File: config.mk
export PLATFORM = sky130hd
export DESIGN_NAME = traffic_sensor_conditioner
export DESIGN_NICKNAME = d
export VERILOG_FILES = /design/src/rtl/traffic_sensor_conditioner.sv
export SDC_FILE = /design/constraint.sdc
export NUM_CORES = 1
export LEC_CHECK = 0
export CAP_MARGIN = 30
export CORE_AREA = 2 2 60 62
export DETAILED_ROUTE_END_ITERATION = 16
export DIE_AREA = 0 0 62 64
export GPL_ROUTABILITY_DRIVEN = 0
export PLACE_DENSITY = 0.72
export SYNTH_ARGS = -nofsm -noshare
export SYNTH_HDL_FRONTEND = slang
export SYNTH_SLANG_ARGS = --single-unit
File: constraint.sdc
create_clock -name clk -period 1.85 [get_ports clk]
set_input_delay 0.2775 -clock clk [delete_from_list [all_inputs] [get_ports clk]]
set_output_delay 0.2775 -clock clk [all_outputs]
set_load 0.02 [all_outputs]
File: src/rtl/traffic_sensor_conditioner.sv
`default_nettype none
// ============================================================================
// Module   : traffic_sensor_conditioner
// Brief    : Conditions raw loop-detector and push-button inputs for the
//            traffic light controller: synchronizes, counts vehicles per
//            sampling window into density flags, debounces the ped button.
//            Optional macro PED_LATCH_EN latches the pedestrian request in an
//            IDLE/PENDING/SERVING FSM; without it ped_req is a 1-cycle pulse.
// Revision : 1.0 - initial release
// ============================================================================
module traffic_sensor_conditioner #(
    parameter int DEBOUNCE_CYCLES = 4,
    parameter int WINDOW_CYCLES   = 16,
    parameter int HI_THRESH       = 5,
    parameter int LO_THRESH       = 2,
    parameter int CNT_W           = 8
) (
    input  logic clk,
    input  logic reset,
    input  logic ns_veh_pulse,
    input  logic ew_veh_pulse,
    input  logic ped_button,
    input  logic ped_signal,
    output logic ns_density,
    output logic ew_density,
    output logic ped_req
);

    localparam int c_win_w = (WINDOW_CYCLES > 1) ? $clog2(WINDOW_CYCLES) : 1;
    localparam int c_db_w  = (DEBOUNCE_CYCLES > 1) ? $clog2(DEBOUNCE_CYCLES) : 1;
    localparam logic [c_win_w-1:0] c_win_last = c_win_w'(WINDOW_CYCLES - 1);
    localparam logic [c_db_w-1:0]  c_db_last  = c_db_w'(DEBOUNCE_CYCLES - 1);
    localparam logic [CNT_W-1:0]   c_cnt_max  = '1;
    localparam logic [CNT_W-1:0]   c_hi       = CNT_W'(HI_THRESH);
    localparam logic [CNT_W-1:0]   c_lo       = CNT_W'(LO_THRESH);

    logic [c_win_w-1:0] r_win;
    logic               w_win_last;
    logic [1:0]         w_veh_raw;
    logic [1:0]         w_density;

    assign w_win_last = (r_win == c_win_last);
    assign w_veh_raw  = {ew_veh_pulse, ns_veh_pulse};

    // Shared sampling window: counts 0..WINDOW_CYCLES-1 and wraps.
    always_ff @(posedge clk) begin
        if (reset)           r_win <= '0;
        else if (w_win_last) r_win <= '0;
        else                 r_win <= r_win + 1'b1;
    end

    // One identical vehicle channel per direction (0 = NS, 1 = EW).
    for (genvar d = 0; d < 2; d++) begin : g_dir
        logic [1:0]       r_sync;
        logic             r_prev;
        logic [CNT_W-1:0] r_cnt;
        logic             r_dens;
        logic             w_edge;
        logic [CNT_W-1:0] w_cnt_nxt;

        assign w_edge    = r_sync[1] & ~r_prev;
        // Saturating increment; also used as the count judged in the terminal
        // cycle so an edge landing there still counts toward this window.
        assign w_cnt_nxt = (w_edge && (r_cnt != c_cnt_max)) ? r_cnt + 1'b1 : r_cnt;

        // Two-flop synchronizer plus delayed copy for rising-edge detection.
        always_ff @(posedge clk) begin
            if (reset) begin
                r_sync <= '0;
                r_prev <= 1'b0;
            end else begin
                r_sync <= {r_sync[0], w_veh_raw[d]};
                r_prev <= r_sync[1];
            end
        end

        // Vehicle count per window with hysteretic density decision at the end.
        always_ff @(posedge clk) begin
            if (reset) begin
                r_cnt  <= '0;
                r_dens <= 1'b0;
            end else if (w_win_last) begin
                r_cnt <= '0;
                if (w_cnt_nxt >= c_hi)      r_dens <= 1'b1;
                else if (w_cnt_nxt <= c_lo) r_dens <= 1'b0;
            end else begin
                r_cnt <= w_cnt_nxt;
            end
        end

        assign w_density[d] = r_dens;
    end

    assign ns_density = w_density[0];
    assign ew_density = w_density[1];

    logic [1:0]        r_btn_sync;
    logic [c_db_w-1:0] r_db_cnt;
    logic              r_db_level;
    logic              r_db_prev;
    logic              w_press;

    assign w_press = r_db_level & ~r_db_prev;

    // Button synchronizer and debouncer; any return to the current level
    // restarts the stability count.
    always_ff @(posedge clk) begin
        if (reset) begin
            r_btn_sync <= '0;
            r_db_cnt   <= '0;
            r_db_level <= 1'b0;
            r_db_prev  <= 1'b0;
        end else begin
            r_btn_sync <= {r_btn_sync[0], ped_button};
            r_db_prev  <= r_db_level;
            if (r_btn_sync[1] == r_db_level) begin
                r_db_cnt <= '0;
            end else if (r_db_cnt == c_db_last) begin
                r_db_level <= r_btn_sync[1];
                r_db_cnt   <= '0;
            end else begin
                r_db_cnt <= r_db_cnt + 1'b1;
            end
        end
    end

    logic r_ped_req;

`ifdef PED_LATCH_EN
    localparam logic [1:0] c_st_idle    = 2'd0;
    localparam logic [1:0] c_st_pending = 2'd1;
    localparam logic [1:0] c_st_serving = 2'd2;

    logic [1:0] r_ped_state;

    // Request latch: held until the controller shows walk, then wait for walk
    // to end before accepting another press.
    always_ff @(posedge clk) begin
        if (reset) begin
            r_ped_state <= c_st_idle;
            r_ped_req   <= 1'b0;
        end else begin
            case (r_ped_state)
                c_st_idle: begin
                    if (w_press && !ped_signal) begin
                        r_ped_state <= c_st_pending;
                        r_ped_req   <= 1'b1;
                    end
                end
                c_st_pending: begin
                    if (ped_signal) begin
                        r_ped_state <= c_st_serving;
                        r_ped_req   <= 1'b0;
                    end
                end
                c_st_serving: begin
                    if (!ped_signal) r_ped_state <= c_st_idle;
                end
                default: begin
                    r_ped_state <= c_st_idle;
                    r_ped_req   <= 1'b0;
                end
            endcase
        end
    end
`else
    logic w_unused_ped_signal;
    assign w_unused_ped_signal = ped_signal;

    // Plain request: one registered pulse per debounced press.
    always_ff @(posedge clk) begin
        if (reset) r_ped_req <= 1'b0;
        else       r_ped_req <= w_press;
    end
`endif

    assign ped_req = r_ped_req;

endmodule
`default_nettype wire

==> flow_summary.toml, run 1 <==
[layout]
seqCellArea_sq_um = 703
nets = 215
fill_cells = 285
multi_input_area_sq_um = 952
antenna_cells = 0
syn_to_final_growth_pct = 21.7
drive_above_1_share_pct = 19.4

[job]
max_cap_violations = 0

[timing]
fin_tns_setup_ns = 0
relSlewSlack_pct = 74.2
period_needed_ns = 1.73
hold_violations = 0
skew_ns = 0.0147
rsz0062_at_grt = "false"
finalSetupViolCount = 0
fmax_ghz = 0.577
finalCritPeriodShare_pct = 93.7
fin_hold_ws_ns = 0.404
worst_slew_pin_slew_ns = 0.382
slew_viol_final = 0

[placement]
port_buffers = 7
dp_hpwl_microns = 2350

[clock_tree]
htree_num_levels = 2
cts_buffer_depth = 2
clk_latency_ns = 0.35
cts_tree = "done"
post_cts_buffers = 0
clk_pin_slew_ns = 0.11
clock-root-buffer = "clkbuf_4"
numCtsBuffers = 5
cts.sinks = 35

[floorplanning]
initial_utilization_pct = 51.1
ios = 9
fp.dieW_microns = 62
die_area_sq_um = 3970
die_h_microns = 64
std_cell_rows = 21
core_region_area_sq_um = 3280

[detailed_routing]
drc = 0
drtAntennaViolNets = 0
wl_microns = 3240
vias_per_cell = 5.34
drt-wirelength-per-cell_microns = 12.9
drt_iter0_markers = 30
dr_total_vias = 1346
drt-pass1-iter-count = 4

[critical_path]
crit_arrival_ns = 1.96
start_kind = "flip-flop"
path_max_fanout = 5
r2r_slack_ns = 0.12
end_kind = "flip-flop"
worstSetupPathType = "reg2reg"
crit_required_ns = 2.07
cpMaxStageDelayCell = "dfxtp_1"
crit_chain = "nor2b_4, nand4_1, a41oi_4, nand3_1, a2111oi_4, o31ai_1"
worstReg2RegStart = "g_dir[1].r_sync[1]$_SDFF_PP0_"
slowest_delay_ns = 0.36
setup.worst_path.start = "g_dir[1].r_sync[1]$_SDFF_PP0_"
ff2ff_path_depth = 6
regToRegEndpoint = "ew_density$_SDFFE_PP0P_"

[global_route]
antenna_found_initial = 0
grtUsageTotal_pct = 19.3
grt_pass1_vias = 1337
grt_use_met1_pct = 24.4
gr-usage-met2_pct = 29.6
use_met3_pct = 6.28
grt_overflow = 0
grt_max_degree = 13
grt_pass1_wl_microns = 5690
busiest_layer = "met2"

[synthesis]
synth_edf_count = 0
yosysTopAreaCell = "dfxtp_1"
synthMostInstantiatedCell = "dfxtp_1"
synth_cells = 181
synth_top_cells_by_count = "dfxtp_1 (35), nor2_1 (21), nor2b_1 (16)"
ys_ff_latch = 35
synth-main-ff-cell = "dfxtp_1"
synth_top_area_share_pct = 41.8
ys_seq_area_share_pct = 41.8
synthesis.nets = 191
synth.area.top_cells = "dfxtp_1 (42%), nor2b_1 (6.0%), nor2_1 (4.7%)"
postSynthAreaPerCell_sq_um = 9.27
async_flop_share_pct = 0
netlist_area_sq_um = 1680
synth_cell_types = 42
synth_warnings = 0

[pwr]
p_per_area_nw_per_um2 = 758
p_total_mw = 1.55
ir_worst_vdd_uv = 729
p_leak_nw = 0.749

[min_path]
hold_depth = 1
hp-class = "reg2reg"
min_from = "r_db_prev$_SDFF_PP0_"
holdPathEnd = "ped_req$_SDFF_PP0_"

[outcome]
outcome = "complete, no violations"
## layout make-up
| class | instances | area share, % |
|---|---|---|
| Tap cell | 46 | 2.82 |
| Multi-Input combinational cell | 134 | 46.6 |
| Sequential cell | 35 | 34.4 |
| Timing Repair Buffer | 26 | 10.4 |
| Clock buffer | 5 | 1.84 |
| Inverter | 3 | 0.551 |
| Clock inverter | 3 | 3.31 |
## flip-flops by register name, summed over array words and instances (netlist names)
| register | cells |
|---|---|
| r_db_level | 1 |
| g_dir.r_cnt | 16 |
| ew_density | 1 |
| r_win | 4 |
| g_dir.r_prev | 2 |
| r_btn_sync | 2 |
| ns_density | 1 |
| r_db_prev | 1 |
| ped_req | 1 |
| g_dir.r_sync | 4 |
| r_db_cnt | 2 |
## placed cells by master (no fill, tap or decap), types with 2 or more instances in the layout
cell type	instances
dfxtp_1	33
nor2_1	21
buf_4	19
nor2b_1	15
nand2_1	14
a21oi_1	9
xnor2_1	8
nand3_1	7
clkdlybuf4s50_1	7
nand2b_1	5
xor2_1	5
clkbuf_4	5
nand4_1	4
inv_1	3
or3_1	3
nor3_1	3
o31ai_1	3
o21ai_0	3
a41oi_1	2
and3_1	2
and4_2	2
a22oi_1	2
a41oi_4	2
mux2i_1	2
o311ai_0	2
ha_1	2
ha_4	2
bufinv_16	2
dfxtp_2	2
## power breakdown
| group | internal (mW) | total (mW) | switching (mW) |
|---|---|---|---|
| Sequential | 0.770 | 0.781 | 0.0110 |
| Clock | 0.420 | 0.689 | 0.269 |
| Combinational | 0.0401 | 0.0785 | 0.0384 |
## critical path: cells and delay by family (launching register included)
family | cells | cell delay, ns
and+or+nand+nor | 3 | 0.56
AOI/OAI and AO/OA | 3 | 0.69
DFF | 1 | 0.36
## cell families after synthesis
logic type	after synthesis	share of synthesized area, %
multiplexers	2	1.19
XOR/XNOR	13	6.79
AND/OR/NAND/NOR	82	25.5
flip-flops	35	41.8
adder cells (fa/ha/maj)	4	2.98
AO/OA/AOI/OAI	33	17.4
buffers and inverters	12	4.40
## metrics by stage
step	cell area [sq um]	util, %	worst slack (ns)	std cells
after floorplan	1680	-	0.0769	181
after global placement	1890	57.4	0.0836	244
after detailed placement	1890	57.4	-0.0283	244
after CTS	2000	60.8	0.0360	252
after global routing	2040	62.2	0.0112	252
final	2040	62.2	0.117	252
## metal layers
layer	up-vias	share of wire, %	wire length [microns]
met2	21	49	1570
li1	692	-	-
met3	7	3.5	115
met1	626	46	1490
met4	0	1.8	57
met5	-	0	0
## repair_timing
item,CTS,global route
resized for setup,2,10
setup endpoints to repair,1,2
hold buffers,0,0
pin swaps,0,1
## worst max-delay path by stage
stage          depth (start not counted)                       to  slack (ns)
6_report                               6  ew_density$_SDFFE_PP0P_        0.12
5_1_grt                                6  ew_density$_SDFFE_PP0P_        0.01
4_1_cts                                7  ns_density$_SDFFE_PP0P_        0.04
3_5_place_dp                           6  ew_density$_SDFFE_PP0P_       -0.03
3_3_place_gp                           6  ew_density$_SDFFE_PP0P_        0.08
2_1_floorplan                          5  ew_density$_SDFFE_PP0P_        0.08
Note: power is estimated with default switching activity, not from simulation.
==> inputs of run 2 (changes only) <==
Settings changed: SKIP_LAST_GASP set to 1.
==> results of run 2 <==
No change in the layout: final DEF, timing and power equal those of run 1.
==> inputs of run 3 (changes only) <==
Settings changed: ABC_CLOCK_PERIOD_IN_PS set to 1850.
==> results of run 3 <==
No change in the layout: final DEF, timing and power equal those of run 1.
